File: src/rtl/bit_table_ctrl.sv
// Front-end controller for a DEPTH x 1 bit masked SRAM macro: reset/flush sweep, read/write arbitration,
// 1-cycle read response with same-cycle write forwarding. Define BIT_TABLE_FLUSH_EN to enable flush.
module bit_table_ctrl #(
  parameter int   DEPTH    = 256,
  parameter int   ADDR_W   = 8,
  parameter logic INIT_VAL = 1'b0
) (
  input  logic              clock,
  input  logic              reset,
  input  logic              rd_valid,
  input  logic [ADDR_W-1:0] rd_addr,
  output logic              rd_ready,
  output logic              resp_valid,
  output logic              resp_data,
  input  logic              wr_valid,
  input  logic [ADDR_W-1:0] wr_addr,
  input  logic              wr_data,
  output logic              wr_ready,
  input  logic              flush,
  output logic              init_done,
  output logic              R0_clk,
  output logic [ADDR_W-1:0] R0_addr,
  output logic              R0_en,
  input  logic              R0_data,
  output logic              W0_clk,
  output logic [ADDR_W-1:0] W0_addr,
  output logic              W0_en,
  output logic              W0_data,
  output logic              W0_mask
);

  typedef enum logic {
    ST_INIT,
    ST_RUN
  } state_t;

  state_t            r_state;
  state_t            w_state_nxt;
  logic [ADDR_W-1:0] r_cnt;
  logic [ADDR_W-1:0] w_cnt_nxt;
  logic              r_pend;
  logic              r_fwd_hit;
  logic              r_fwd_data;
  logic              w_flush;
  logic              w_sweep_last;
  logic              w_rd_acc;
  logic              w_wr_acc;
  logic              w_resp_valid;

`ifdef BIT_TABLE_FLUSH_EN
  assign w_flush = flush;
`else
  logic w_unused_flush;
  assign w_unused_flush = flush;
  assign w_flush        = 1'b0;
`endif

  assign w_sweep_last = (r_cnt == ADDR_W'(DEPTH - 1));
  assign w_rd_acc     = rd_valid & rd_ready;
  assign w_wr_acc     = wr_valid & wr_ready;

  always_comb begin
    w_state_nxt = r_state;
    w_cnt_nxt   = r_cnt;
    case (r_state)
      ST_INIT: begin
        if (w_flush) begin
          w_cnt_nxt = '0;
        end else begin
          w_cnt_nxt = r_cnt + ADDR_W'(1);
          if (w_sweep_last) w_state_nxt = ST_RUN;
        end
      end
      ST_RUN: begin
        if (w_flush) begin
          w_state_nxt = ST_INIT;
          w_cnt_nxt   = '0;
        end
      end
      default: begin
        w_state_nxt = ST_INIT;
        w_cnt_nxt   = '0;
      end
    endcase
  end

  // Outputs are gated by reset so the reset-state values hold during the reset cycle itself.
  always_comb begin
    rd_ready  = 1'b0;
    wr_ready  = 1'b0;
    init_done = 1'b0;
    R0_en     = 1'b0;
    R0_addr   = '0;
    W0_en     = 1'b0;
    W0_addr   = '0;
    W0_data   = 1'b0;
    if (!reset) begin
      if (r_state == ST_INIT) begin
        W0_en   = 1'b1;
        W0_addr = r_cnt;
        W0_data = INIT_VAL;
      end else begin
        rd_ready  = 1'b1;
        wr_ready  = 1'b1;
        init_done = 1'b1;
        R0_en     = rd_valid;
        R0_addr   = rd_addr;
        W0_en     = wr_valid;
        W0_addr   = wr_addr;
        W0_data   = wr_data;
      end
    end
  end

  always_ff @(posedge clock) begin
    if (reset) begin
      r_state    <= ST_INIT;
      r_cnt      <= '0;
      r_pend     <= 1'b0;
      r_fwd_hit  <= 1'b0;
      r_fwd_data <= 1'b0;
    end else begin
      r_state    <= w_state_nxt;
      r_cnt      <= w_cnt_nxt;
      r_pend     <= w_rd_acc;
      // The macro's read-during-write result is not trusted; a same-address write overrides it.
      r_fwd_hit  <= w_rd_acc & w_wr_acc & (rd_addr == wr_addr);
      r_fwd_data <= wr_data;
    end
  end

  assign w_resp_valid = r_pend & ~reset;
  assign resp_valid   = w_resp_valid;
  assign resp_data    = w_resp_valid & (r_fwd_hit ? r_fwd_data : R0_data);

  assign R0_clk  = clock;
  assign W0_clk  = clock;
  assign W0_mask = 1'b1;

endmodule

File: config.mk
export PLATFORM = sky130hd
export DESIGN_NAME = bit_table_ctrl
export DESIGN_NICKNAME = d
export VERILOG_FILES = /design/src/rtl/bit_table_ctrl.sv
export SDC_FILE = /design/constraint.sdc
export NUM_CORES = 1
export LEC_CHECK = 0
export ABC_CLOCK_PERIOD_IN_PS = 1300
export BUFFER_PORTS_ARGS = -buffer_cell sky130_fd_sc_hd__buf_2
export CORE_UTILIZATION = 42
export CTS_CLUSTER_DIAMETER = 120
export DETAILED_ROUTE_END_ITERATION = 12
export GPL_TIMING_DRIVEN = 1
export HOLD_SLACK_MARGIN = 0.02
export PLACE_DENSITY = 0.8
export SYNTH_ARGS = -nofsm -noshare
export SYNTH_HDL_FRONTEND = slang
export SYNTH_SLANG_ARGS = --single-unit
File: constraint.sdc
create_clock -name clock -period 1.3 [get_ports clock]
set_input_delay 0.26 -clock clock [delete_from_list [all_inputs] [get_ports clock]]
set_output_delay 0.26 -clock clock [all_outputs]
set_load 0.02 [all_outputs]
* Yosys cells after proc, flatten, opt, wreduce, memory -nomap -nowiden *
Cells that the tools add are included.

storage, ports and cells
  memory bits (writable) = 0
  input port bits = 23
  bits in read-only memories = 0
  latch bits = 0
  flip-flop bits (word level) = 12
  word-level logic and storage cells = 32
  output and inout port bits = 27
  memories = 0

operators by class
  divide/modulo/power cells = 0
  muxes and demuxes = 16
  multipliers = 0
  $lt $le $gt $ge = 0
  equality and inequality tests = 2
  bitwise operators = 8
  shift-type cells = 0
  reductions and logical operators = 0
  add/sub/neg operators = 1

operator list
  kind                 number
  $mux 8               5
  $mux 1               10
  $add 8x1->8 const B  1
  $eq 8x8->1           1
  $eq 8x8->1 const B   1
  $and 1x1->1          6
  $not 1->1            2
  $pmux 1 s2           1

* Logic depth before layout (Yosys ltp) *
  depth after elaboration = 5
  mapped depth = 4

==> summary.md <==
| Metric | Value |
|---|---|
| Status | `complete, but fails checks` |
| Violated checks | `negative setup slack` |
| Gr ovfl total | `0` |
| Slowest cell on the critical path | `sky130_fd_sc_hd__dfxtp_4` |
| Met3 layer usage reported by global route | `about a tenth` |
| Setup violation total in the final timing report | `27` |
| Number of standard-cell rows in the floorplan | `15` |
| Die footprint | `2160 sq um` |
| Placement Cell Area | `approximately 1100 sq um` |
| Element type at the critical path end | `output pin` |
| Top library cells by usage in the layout, fill and taps aside | `28 x sky130_fd_sc_hd__buf_2, 19 x sky130_fd_sc_hd__buf_6, 14 x sky130_fd_sc_hd__nor2_1` |
| Global Route met2 Usage | `between 40% and 50%` |
| End of the worst register-to-register path | `r_cnt[7]$_SDFFE_PP0N_` |
| DR DRC count | `0` |
| Most congested layer reported by global routing | `met2` |
| Nets in the synthesized netlist | `approximately 120` |
| Post-layout instance area | `roughly 1400 sq um` |
| Count of input and output buffers | `between 40 and 50` |
| Max-capacitance violation count | `0` |
| Worst skew pair latency | `around 390 ps` |
| Cts-stage hold buffer count | `0` |
| Count of buffer and inverter cells on the critical path | `2` |
| Post-synthesis cell count | `99` |
| Adder and majority gate portion of the synthesized area | `between 1.5 and 2%` |
| Share of the synthesized netlist area taken by xor and xnor gates | `approximately an eighth` |
| Power density of the placed cells | `between 800 and 900 nW/um^2` |
| Setup repair after global routing missed its margin | `true` |
| Hold Crit Depth | `2` |
| Clk pin slew, worst setup/hold paths | `around 80 ps` |
| Vias per inst | `between 5 and 6` |
| Setup slack, reg-to-reg | `-240 ps` |
| Final HPWL from detailed placement | `about 1500 um` |
| Die Height | `46.4 um` |
| DR vias | `between 900 and 1000` |
| Largest fanout on the critical path | `5` |
| Area of the core region | `between 1500 and 2000 sq um` |
| Final Routed Wirelength | `between 2000 and 3000 um` |
| Path category of the worst min-delay check | `in -> reg` |
| Growth of design area from synthesis to finish | `70.0%` |
| Maximum number of pins on one net before global-route repair | `12` |
| Yosys warning total | `0` |
| Max stage delay on crit path | `roughly 400 ps` |
| Setup Skew | `6.18 ps` |
| Effective utilization at floorplan | `about 47%` |
| IO Count | `50` |
| Mapped Avg Cell Area | `between 8 and 9 sq um` |
| Final Hold Vio Count | `0` |
| Final cycle utilization of the critical path | `123%` |
| Reg2Reg Depth | `6` |
| Overall Global Routing Usage | `between 20% and 30%` |
| Startpoint class of the critical path | `flop` |
| Start point of the worst min-delay path | `rd_valid` |
| Final Slew Violations | `0` |
| Global-route wire length before repair | `around 3700 um` |
| Leakage dissipation | `0.655 nW` |
| Main combinational cell family by area after synthesis | `simple AND/OR/NAND/NOR gates` |
| Worst Setup Path Type | `reg -> out` |
| Die Span X | `roughly 46 um` |
| CP Data Required Time | `about 1000 ps` |
| Leading cell type in the layout, fill and taps excluded | `sky130_fd_sc_hd__buf_2` |
| IR Drop Worst-Case VDD | `about 0.0011 V` |
| End point of the worst hold path | `r_pend$_SDFF_PP0_` |
| Slack of the critical path | `-299 ps` |
| Data arrival time of the worst path | `around 1300 ps` |
| Antenna violations before repair | `0` |
| Cells traversed along the worst timing path | `buf_6 -> mux2i_1 -> nor2_1 -> buf_4` |
| Number of global-route vias before repair | `between 800 and 900` |
| GRT met1 Usage | `23.2%` |
| GP Congestion | `slightly below 0.8` |
| Critical R2R Launch | `r_state$_SDFF_PP0_` |
| Proportion of synthesized area in mux cells | `around an eighth` |
| Number of antenna diodes | `0` |
| Count of cell types in the netlist | `25` |
| Share of cells above drive strength 1 | `between 50 and 60%` |
| Register area share after synthesis | `roughly 29%` |
| Basic-gate share of the synthesized area counting and, or, nand and nor cells | `about 31%` |
| CTS tree | `built` |
| CP delay by family, top | `flip-flops` |
| Number of design-rule violations left by the first detailed-router iteration | `14` |
| Final nets | `185` |
| Antenna-violating nets left | `0` |
| Cell Area, Synth | `830 sq um` |
| Final critical delay including setup and external delays | `1600 ps` |
| Peak Freq | `between 0.6 and 0.7 GHz` |
| Flops & latches, synth | `12` |
| Routed len/inst | `between 15 and 20 um` |
| End-of-flow core utilization | `79.1%` |
| Detailed-router iteration count before antenna repair | `4` |
| Compound-gate portion of the synthesized area | `approximately 5.4%` |
==> kinds of logic (layout without fill, tap and decap cells) <==
logic type               count (synthesis)  in the layout
multiplexers                            10             10
adder cells (fa/ha/maj)                  1              1
XOR/XNOR                                12             12
flip-flops                              12             12
buffers and inverters                   11             70
AO/OA/AOI/OAI                            8              8
other                                    1              1
AND/OR/NAND/NOR                         44             45
==> Yosys cell counts (all sizes together) <==
master	n	area (sq um)
nor4	1	6.26
conb	1	3.75
nor2b	5	31.3
mux2i	10	100
buf	7	53.8
nand4	3	18.8
or3	3	18.8
nand3b	1	7.51
nand2	2	7.51
o21ai	3	15.0
xnor2	8	70.1
nand4b	2	32.5
and2	11	68.8
o21ba	1	10.0
clkbuf	3	11.3
ha	1	12.5
xor2	4	35.0
nand3	2	10.0
nor2	14	52.6
dfxtp	12	240
a21oi	4	20.0
inv	1	3.75
==> per-stage QoR <==
step / instances / total power (W) / hold slack, ps / setup WS (ps) / setup TNS (ps)
detailed placement: 169 / 0.000682 / 394 / 14.4 / 0
global placement: 169 / 0.000678 / 394 / 18.3 / 0
floorplan: 99 / 0.000647 / 373 / 2.53 / 0
finish: 184 / 0.00114 / 125 / -299 / -6310
CTS: 180 / 0.00110 / 100 / -271 / -5430
global route: 184 / 0.00120 / 125 / -363 / -7870
==> repair_timing <==
| item | 4_1_cts | 5_1_grt |
|---|---|---|
| resized for setup | 34 | 23 |
| setup buffers | 3 | 4 |
| pin swaps | 5 | 9 |
| gates cloned | 2 | 0 |
| hold endpoints to repair | 0 | 0 |
| endpoints found under the setup margin | 23 | 28 |
==> power breakdown <==
part	internal, W	leakage, nW	total [W]	switching (W)
sequential	0.000375	0.0984	0.000385	0.0000102
combinational	0.0000735	0.514	0.000152	0.0000789
clock	0.000325	0.0422	0.000606	0.000281
==> sequential cells by signal, indices dropped and copies added (netlist names) <==
| register | flops |
|---|---|
| r_cnt | 8 |
| r_fwd_data | 1 |
| r_fwd_hit | 1 |
| r_pend | 1 |
| r_state | 1 |
==> worst max path at each step <==
stage / start / endpoint / cells past startpoint
global placement: reset / R0_addr[5] / 5
floorplan: r_state$_SDFF_PP0_ / W0_addr[2] / 4
CTS: r_state$_SDFF_PP0_ / W0_addr[6] / 4
finish: r_state$_SDFF_PP0_ / W0_addr[4] / 4
global route: r_state$_SDFF_PP0_ / W0_addr[6] / 4
detailed placement: reset / R0_addr[2] / 5
==> area by class of cell <==
class | instances | area, sq um
Inverter | 1 | 3.75
Timing Repair Buffer | 60 | 483
Fill cell | 115 | 373
Clock buffer | 9 | 68.8
Sequential cell | 12 | 244
Tap cell | 25 | 31.3
Multi-Input combinational cell | 77 | 579
==> metal layers <==
layer  up-vias  share of wire [%]
met3        12                5.7
met5         -                  0
met4         0                3.5
met1       440                 36
met2        44                 55
li1        448                  -
Power figures use the tool's default switching activity.
